### config.mk
export PLATFORM = sky130hd
export DESIGN_NAME = tcp_tx_msg_noc_if_mq
export DESIGN_NICKNAME = d
export VERILOG_FILES = /design/src/rtl/tcp_misc_pkg.sv /design/src/rtl/tcp_tx_msg_req_fifo.sv /design/src/rtl/tcp_tx_msg_noc_if_mq.sv
export SDC_FILE = /design/constraint.sdc
export NUM_CORES = 1
export LEC_CHECK = 0
export BUFFER_PORTS_ARGS = -buffer_cell sky130_fd_sc_hd__buf_4
export CAP_MARGIN = 20
export CORE_AREA = 3 3 165 167
export CTS_CLUSTER_SIZE = 28
export DETAILED_ROUTE_END_ITERATION = 10
export DIE_AREA = 0 0 168 170
export PLACE_DENSITY = 0.69
export REMOVE_ABC_BUFFERS = 1
export SETUP_SLACK_MARGIN = 0.02
export SYNTH_ARGS = -nofsm -noshare
export SYNTH_HDL_FRONTEND = slang
export SYNTH_HIERARCHICAL = 1
export SYNTH_SLANG_ARGS = --single-unit
### constraint.sdc
create_clock -name clk -period 9.5 [get_ports clk]
set_input_delay 1.425 -clock clk [delete_from_list [all_inputs] [get_ports clk]]
set_output_delay 1.425 -clock clk [all_outputs]
set_load 0.005 [all_outputs]
### src/rtl/tcp_misc_pkg.sv
// Shared TCP TX message types: NoC header layout, message-type codes, scheduler
// command, and the request-queue entry used by the TX message NoC interface.
package tcp_misc_pkg;

  localparam int NOC_DATA_WIDTH      = 128;
  localparam int FLOWID_W            = 8;
  localparam int RX_PAYLOAD_PTR_W    = 16;
  localparam int TX_PAYLOAD_PTR_W    = 16;
  localparam int XY_WIDTH            = 8;
  localparam int MSG_SRC_FBITS_WIDTH = 4;
  localparam int MSG_TYPE_W          = 8;

  typedef enum logic [MSG_TYPE_W-1:0] {
    TX_MSG_REQ  = 8'h31,
    TX_PTR_UPD  = 8'h32,
    TX_MSG_RESP = 8'h33
  } tcp_tx_msg_type_e;

  // One header serves all three message kinds: ptr carries the tail pointer for
  // updates and the base pointer for responses; len is unused by updates.
  typedef struct packed {
    logic [XY_WIDTH-1:0]            dst_x;
    logic [XY_WIDTH-1:0]            dst_y;
    logic [MSG_SRC_FBITS_WIDTH-1:0] dst_fbits;
    tcp_tx_msg_type_e               msg_type;
    logic [XY_WIDTH-1:0]            src_x;
    logic [XY_WIDTH-1:0]            src_y;
    logic [MSG_SRC_FBITS_WIDTH-1:0] src_fbits;
    logic [FLOWID_W-1:0]            flowid;
    logic [TX_PAYLOAD_PTR_W:0]      ptr;
    logic [RX_PAYLOAD_PTR_W-1:0]    len;
  } tcp_tx_msg_hdr_struct;

  localparam int HDR_W = $bits(tcp_tx_msg_hdr_struct);

  typedef struct packed {
    logic [FLOWID_W-1:0] flowid;
    logic                data_pend_set;
    logic                data_pend_clr;
    logic                ack_pend_set;
    logic                ack_pend_clr;
  } sched_cmd_struct;

  typedef struct packed {
    logic [FLOWID_W-1:0]            flowid;
    logic [RX_PAYLOAD_PTR_W-1:0]    len;
    logic [XY_WIDTH-1:0]            src_x;
    logic [XY_WIDTH-1:0]            src_y;
    logic [MSG_SRC_FBITS_WIDTH-1:0] src_fbits;
  } tx_msg_req_entry_t;

  typedef enum logic {IN_IDLE, IN_UPD} in_state_e;
  typedef enum logic {OUT_IDLE, OUT_SEND} out_state_e;

  // Headers sit in the most significant bits of a flit; the rest is zero.
  function automatic logic [NOC_DATA_WIDTH-1:0] hdr_to_flit(input tcp_tx_msg_hdr_struct hdr);
    logic [NOC_DATA_WIDTH-1:0] flit;
    flit = '0;
    flit[NOC_DATA_WIDTH-1 -: HDR_W] = hdr;
    return flit;
  endfunction

endpackage

### src/rtl/tcp_tx_msg_req_fifo.sv
// Small synchronous FIFO holding outstanding buffer requests; DEPTH must be a
// power of two so the extra pointer bit distinguishes full from empty.
module tcp_tx_msg_req_fifo #(
  parameter int WIDTH = 8,
  parameter int DEPTH = 4
) (
  input  logic             clk,
  input  logic             rst_n,
  input  logic             wr_val,
  input  logic [WIDTH-1:0] wr_data,
  input  logic             rd_pop,
  output logic [WIDTH-1:0] rd_data,
  output logic             full,
  output logic             empty
);

  localparam int AW = $clog2(DEPTH);

  logic [WIDTH-1:0] mem [DEPTH];
  logic [AW:0]      wr_ptr;
  logic [AW:0]      rd_ptr;
  logic             wr_en;
  logic             rd_en;

  assign empty = (wr_ptr == rd_ptr);
  assign full  = (wr_ptr[AW] != rd_ptr[AW]) && (wr_ptr[AW-1:0] == rd_ptr[AW-1:0]);
  assign rd_en = rd_pop & ~empty;
  assign wr_en = wr_val & (~full | rd_en);
  assign rd_data = mem[rd_ptr[AW-1:0]];

  // NOTE: storage is deliberately not reset; the pointers alone define which
  // entries are valid, and leaving the array reset-free keeps it a plain RAM.
  always_ff @(posedge clk) begin
    if (wr_en) begin
      mem[wr_ptr[AW-1:0]] <= wr_data;
    end
  end

  // NOTE: sequential state always uses non-blocking assignment so every
  // register samples pre-edge values regardless of statement order.
  always_ff @(posedge clk) begin
    if (!rst_n) begin
      wr_ptr <= '0;
      rd_ptr <= '0;
    end else begin
      if (wr_en) wr_ptr <= wr_ptr + 1'b1;
      if (rd_en) rd_ptr <= rd_ptr + 1'b1;
    end
  end

endmodule

### src/rtl/tcp_tx_msg_noc_if_mq.sv
// NoC-facing front end of the TCP TX message engine: queues buffer requests to
// the poller, fans pointer updates out to tail memory and scheduler, and turns
// poller grants into response flits. Input and output paths are independent.
module tcp_tx_msg_noc_if_mq
  import tcp_misc_pkg::*;
#(
  parameter int SRC_X          = -1,
  parameter int SRC_Y          = -1,
  parameter int REQ_FIFO_DEPTH = 4,
  parameter int CNT_W          = 16
) (
  input  logic                           clk,
  input  logic                           rst_n,

  input  logic                           noc_in_val,
  input  logic [NOC_DATA_WIDTH-1:0]      noc_in_data,
  output logic                           noc_in_rdy,

  output logic                           noc_out_val,
  output logic [NOC_DATA_WIDTH-1:0]      noc_out_data,
  input  logic                           noc_out_rdy,

  output logic                           poller_req_val,
  output logic [FLOWID_W-1:0]            poller_req_flowid,
  output logic [RX_PAYLOAD_PTR_W-1:0]    poller_req_len,
  output logic [XY_WIDTH-1:0]            poller_req_dst_x,
  output logic [XY_WIDTH-1:0]            poller_req_dst_y,
  output logic [MSG_SRC_FBITS_WIDTH-1:0] poller_req_dst_fbits,
  input  logic                           poller_req_rdy,

  input  logic                           poller_meta_val,
  input  logic [FLOWID_W-1:0]            poller_meta_flowid,
  input  logic [TX_PAYLOAD_PTR_W:0]      poller_meta_base_ptr,
  input  logic [TX_PAYLOAD_PTR_W-1:0]    poller_meta_len,
  input  logic [XY_WIDTH-1:0]            poller_meta_dst_x,
  input  logic [XY_WIDTH-1:0]            poller_meta_dst_y,
  input  logic [MSG_SRC_FBITS_WIDTH-1:0] poller_meta_dst_fbits,
  output logic                           poller_meta_rdy,

  output logic                           tail_wr_val,
  output logic [FLOWID_W-1:0]            tail_wr_addr,
  output logic [TX_PAYLOAD_PTR_W:0]      tail_wr_data,
  input  logic                           tail_wr_rdy,

  output logic                           sched_upd_val,
  output sched_cmd_struct                sched_upd_cmd,
  input  logic                           sched_upd_rdy,

  output logic [CNT_W-1:0]               drop_cnt
);

  localparam logic [XY_WIDTH-1:0] SRC_X_BITS = XY_WIDTH'(SRC_X);
  localparam logic [XY_WIDTH-1:0] SRC_Y_BITS = XY_WIDTH'(SRC_Y);

  tcp_tx_msg_hdr_struct      in_hdr;
  tx_msg_req_entry_t         fifo_wr_entry;
  tx_msg_req_entry_t         fifo_rd_entry;
  logic                      fifo_full;
  logic                      fifo_empty;
  logic                      fifo_push;
  logic                      in_fire;
  in_state_e                 in_state;
  logic [FLOWID_W-1:0]       upd_flowid;
  logic [TX_PAYLOAD_PTR_W:0] upd_tail_ptr;
  logic                      tail_done;
  logic                      sched_done;
  out_state_e                out_state;
  tcp_tx_msg_hdr_struct      resp_hdr;
  tcp_tx_msg_hdr_struct      resp_next;

  // ---------------- input path ----------------
  assign in_hdr     = noc_in_data[NOC_DATA_WIDTH-1 -: HDR_W];
  // Full is the pre-pop value, so a push into a full queue never happens.
  assign noc_in_rdy = rst_n & (in_state == IN_IDLE) & ~fifo_full;
  assign in_fire    = noc_in_val & noc_in_rdy;
  assign fifo_push  = in_fire & (in_hdr.msg_type == TX_MSG_REQ);

  assign fifo_wr_entry = '{flowid:    in_hdr.flowid,
                           len:       in_hdr.len,
                           src_x:     in_hdr.src_x,
                           src_y:     in_hdr.src_y,
                           src_fbits: in_hdr.src_fbits};

  tcp_tx_msg_req_fifo #(
    .WIDTH ($bits(tx_msg_req_entry_t)),
    .DEPTH (REQ_FIFO_DEPTH)
  ) u_req_fifo (
    .clk     (clk),
    .rst_n   (rst_n),
    .wr_val  (fifo_push),
    .wr_data (fifo_wr_entry),
    .rd_pop  (poller_req_val & poller_req_rdy),
    .rd_data (fifo_rd_entry),
    .full    (fifo_full),
    .empty   (fifo_empty)
  );

  assign poller_req_val       = ~fifo_empty;
  assign poller_req_flowid    = fifo_rd_entry.flowid;
  assign poller_req_len       = fifo_rd_entry.len;
  assign poller_req_dst_x     = fifo_rd_entry.src_x;
  assign poller_req_dst_y     = fifo_rd_entry.src_y;
  assign poller_req_dst_fbits = fifo_rd_entry.src_fbits;

  // A side is finished once its valid has dropped or is being accepted now.
  assign tail_done  = ~tail_wr_val | tail_wr_rdy;
  assign sched_done = ~sched_upd_val | sched_upd_rdy;

  always_ff @(posedge clk) begin
    if (!rst_n) begin
      in_state      <= IN_IDLE;
      tail_wr_val   <= 1'b0;
      sched_upd_val <= 1'b0;
      upd_flowid    <= '0;
      upd_tail_ptr  <= '0;
      drop_cnt      <= '0;
    end else begin
      case (in_state)
        IN_IDLE: begin
          if (in_fire) begin
            if (in_hdr.msg_type == TX_PTR_UPD) begin
              upd_flowid    <= in_hdr.flowid;
              upd_tail_ptr  <= in_hdr.ptr;
              tail_wr_val   <= 1'b1;
              sched_upd_val <= 1'b1;
              in_state      <= IN_UPD;
            end else if (in_hdr.msg_type != TX_MSG_REQ) begin
              if (drop_cnt != '1) drop_cnt <= drop_cnt + 1'b1;
            end
          end
        end
        IN_UPD: begin
          if (tail_wr_rdy)   tail_wr_val   <= 1'b0;
          if (sched_upd_rdy) sched_upd_val <= 1'b0;
          if (tail_done && sched_done) in_state <= IN_IDLE;
        end
        default: in_state <= IN_IDLE;
      endcase
    end
  end

  assign tail_wr_addr = upd_flowid;
  assign tail_wr_data = upd_tail_ptr;

  // NOTE: every signal written in always_comb gets a default first, so no
  // path through the block can leave it holding a value (inferred latch).
  always_comb begin
    sched_upd_cmd               = '0;
    sched_upd_cmd.flowid        = upd_flowid;
    sched_upd_cmd.data_pend_set = 1'b1;
  end

  // ---------------- output path ----------------
  assign poller_meta_rdy = rst_n & (out_state == OUT_IDLE);

  always_comb begin
    resp_next           = '0;
    resp_next.dst_x     = poller_meta_dst_x;
    resp_next.dst_y     = poller_meta_dst_y;
    resp_next.dst_fbits = poller_meta_dst_fbits;
    resp_next.msg_type  = TX_MSG_RESP;
    resp_next.src_x     = SRC_X_BITS;
    resp_next.src_y     = SRC_Y_BITS;
    resp_next.flowid    = poller_meta_flowid;
    resp_next.ptr       = poller_meta_base_ptr;
    resp_next.len       = poller_meta_len;
  end

  always_ff @(posedge clk) begin
    if (!rst_n) begin
      out_state   <= OUT_IDLE;
      noc_out_val <= 1'b0;
      resp_hdr    <= '0;
    end else begin
      case (out_state)
        OUT_IDLE: begin
          if (poller_meta_val) begin
            resp_hdr    <= resp_next;
            noc_out_val <= 1'b1;
            out_state   <= OUT_SEND;
          end
        end
        OUT_SEND: begin
          if (noc_out_rdy) begin
            noc_out_val <= 1'b0;
            out_state   <= OUT_IDLE;
          end
        end
        default: out_state <= OUT_IDLE;
      endcase
    end
  end

  assign noc_out_data = hdr_to_flit(resp_hdr);

endmodule
==> impl_metrics.tcl <==
set metrics [dict create \
    drc_errors 0 \
    skew_ns 0.01106 \
    ios 428 \
    critical_path.startpoint "rst_n" \
    mostFrequentLayoutCells "326 x buf_4, 176 x edfxtp_1, 151 x nand2_1" \
    grt_use_met2_pct 30.54 \
    cpMaxStageDelayCell "buf_4" \
    fp.dieW_um 168 \
    clkLatencyLatePin_ns 0.54 \
    run_status "complete, no violations" \
    power_density_mw_per_mm2 185.0 \
    maxSlewHeadroom_pct 31.16 \
    min_period_ns 4.265 \
    drive_above_1_share_pct 37.69 \
    htree_num_levels 1 \
    cts_setup_buffers 0 \
    postSynthAreaPerCell_um2 13.64 \
    worstPathArrival_ns 2.84 \
    power_frac_seq_pct 49.4 \
    fill_cells 2094 \
    crit_fanout 94 \
    finalCritPeriodShare_pct 44.90 \
    synth_cell_type_count 51 \
    max_stage_delay_ns 0.75 \
    grt_setup_unrepaired "no" \
    ys.flop_type "edfxtp_1" \
    routed_wl_um 27820 \
    comb_power_share_pct 5.4 \
    grt_pass1_vias 7298 \
    rr_startpoint "u_req_fifo/wr_ptr[1]" \
    overflow 0 \
    grt_util_met1_pct 22.51 \
    dp.cells 1442 \
    total_power_w 0.002773 \
    ir_drop_v 0.0001311 \
    tightestPinTransition_ns 1.033 \
    detail_route.vias_per_cell 4.964 \
    globalplace.congestion 0.8575 \
    port_buffers 317 \
    grt_max_degree 95 \
    crit_type "primary input to output port" \
    fin_setup_tns_ns 0 \
    grt_pass1_wl_um 41130 \
    cts_buffers 30 \
    vias 7451 \
    post_cts_resize_count 0 \
    endpoint "poller_meta_rdy" \
    hp-class "flop to flop" \
    critPathRequiredTime_ns 8.08 \
    clkSlewWorstSetupHoldPaths_ns 0.06 \
    nets 1342 \
    clockBufferDepth 3 \
    rrSetupSlack_ns 6.32 \
    whs_ns 0.4538 \
    cts_tree "yes" \
    setup_viol_count_final 0 \
    die_h_um 170 \
    synth_async_sr_flop_share_pct 0 \
    r2r_cells 10 \
    ctsHoldBuffers 0 \
    initial_core_util_pct 45.00 \
    fp-row-count 59 \
    critPathCaptureType "output port" \
    crit_path_frequent_cell "buf_4" \
    antenna_found_initial 5 \
    start_kind "primary input" \
    syn_area_mm2 0.01166 \
    area_growth_pct 28.58 \
    path_cells "buf_4 -> clkinv_2 -> buf_4 -> nor2_1 -> buf_4" \
    p_sw_w 0.0005649 \
    grt_use_met3_pct 6.643 \
    cts_root_buf "clkbuf_16" \
    hold_viol 0 \
    fin_cells 1501 \
    drtIter0Drc 390 \
    ys_ff_latch 292 \
    core_area_mm2 0.02591 \
    final_common_cell "buf_4" \
    cts_sinks 292 \
    firstDrtPassIters 6 \
    p_leak_nw 5.916 \
    pre_cts_ws_ns 5.190 \
    fin_ws_ns 5.235 \
    r2r_end "u_req_fifo/mem[2][9]" \
    synth_edf_count 176 \
    wire_per_inst_um 18.53 \
    yosysSeqAreaShare_pct 65.24 \
    yosys_warnings 6 \
    fmax_ghz 0.2344 \
    track_usage_pct 18.14 \
    hpwl_um 18680 \
    intPower_w 0.002208 \
    synthCells 855 \
    cap_violations 0 \
    dieArea_mm2 0.02856 \
    maxSlewViolCount 0 \
    swShare_pct 20.37 \
    postRouteAntennaNets 0 \
    clockPowerShare_pct 45.2 \
    busiest_layer "met2" \
]
==> area by class of cell <==
class	count	area, um2	share of cell area (%)
antenna	4	10.01	0.06677
clock buffer	34	765.7	5.108
clock inverter	21	304.0	2.028
inverter	10	38.79	0.2587
multi-input combinational	479	3395	22.64
sequential	292	7612	50.78
tap	335	419.2	2.796
timing repair buffer	326	2447	16.32
==> worst min-delay path by stage <==
stage | startpoint | to | cells past startpoint | slack, ns
floorplan | noc_out_data[108] | noc_out_data[108] | 2 | 0.45
global placement | noc_out_data[108] | noc_out_data[108] | 2 | 0.44
detailed placement | noc_out_data[110] | noc_out_data[110] | 2 | 0.45
CTS | noc_out_data[110] | noc_out_data[110] | 2 | 0.46
global route | noc_out_data[69] | noc_out_data[69] | 2 | 0.48
finish | noc_out_data[69] | noc_out_data[69] | 2 | 0.45
==> per-stage QoR <==
stage / area (um2) / utilization (%)
CTS: 14980 / 57.82
finish: 14990 / 57.86
detailed placement: 13910 / 53.69
floorplan: 11010 / -
global placement: 13910 / 53.69
global route: 14990 / 57.86
==> per-layer routing <==
layer / vias up / part of all wire, %
li1: 3542 / -
met1: 3587 / 39
met2: 280 / 49
met3: 40 / 10
met4: 2 / 2.1
met5: - / 0.050
==> power groups by stage <==
stage | sequential [W] | combinational [W] | clock, W
2_1_floorplan | 0.00140 | 0.0000429 | 0
3_3_place_gp | 0.00140 | 0.000149 | 0
3_5_place_dp | 0.00140 | 0.000151 | 0
4_1_cts | 0.00137 | 0.000151 | 0.00129
5_1_grt | 0.00137 | 0.000166 | 0.00134
6_report | 0.00137 | 0.000150 | 0.00125
==> Yosys cell counts, types with 3 or more instances <==
master	count	share of area (%)
buf_6	7	0.68
a21oi_1	72	3.1
nand2b_1	6	0.32
ha_1	6	0.64
edfxtp_1	176	45
mux2i_1	36	3.1
nor2_1	33	1.1
o31ai_1	8	0.52
dfxtp_1	116	20
inv_1	10	0.32
nand2_1	151	4.9
nor4_1	3	0.16
nor2b_1	3	0.16
and2_1	6	0.32
buf_2	6	0.26
mux4_2	44	8.5
nand3_1	3	0.13
clkbuf_1	26	0.84
or4_1	8	0.52
o211ai_1	3	0.19
buf_4	82	5.3
nor3_1	4	0.17
nand4_1	10	0.54
==> sequential cells by signal, summed over array words and instances (netlist names), named ones only <==
register           count
sched_upd_val          1
in_state               1
noc_out_val            1
u_req_fifo/wr_ptr      3
tail_wr_addr           8
out_state              1
u_req_fifo/mem       176
tail_wr_data          17
tail_wr_val            1
u_req_fifo/rd_ptr      3
noc_out_data          62
drop_cnt              16
==> critical path, delay by kind of cell <==
family	cells	cell delay (ns)
and+or+nand+nor	1	0.11
buffers and inverters	4	1.27
==> cell families (layout without fill, tap and decap cells) <==
kind of cell             count (synthesis)  in the layout  synth area share [%]
adder cells (fa/ha/maj)                  6              6                0.6438
AND/OR/NAND/NOR                        239            239                 9.304
AO/OA/AOI/OAI                           98             98                 5.151
multiplexers                            80             80                 11.59
flip-flops                             292            292                 65.24
other                                    2             55               0.06441
buffers and inverters                  133            391                 7.436
XOR/XNOR                                 5              5                0.5688
(Power assumes the default switching activity.)
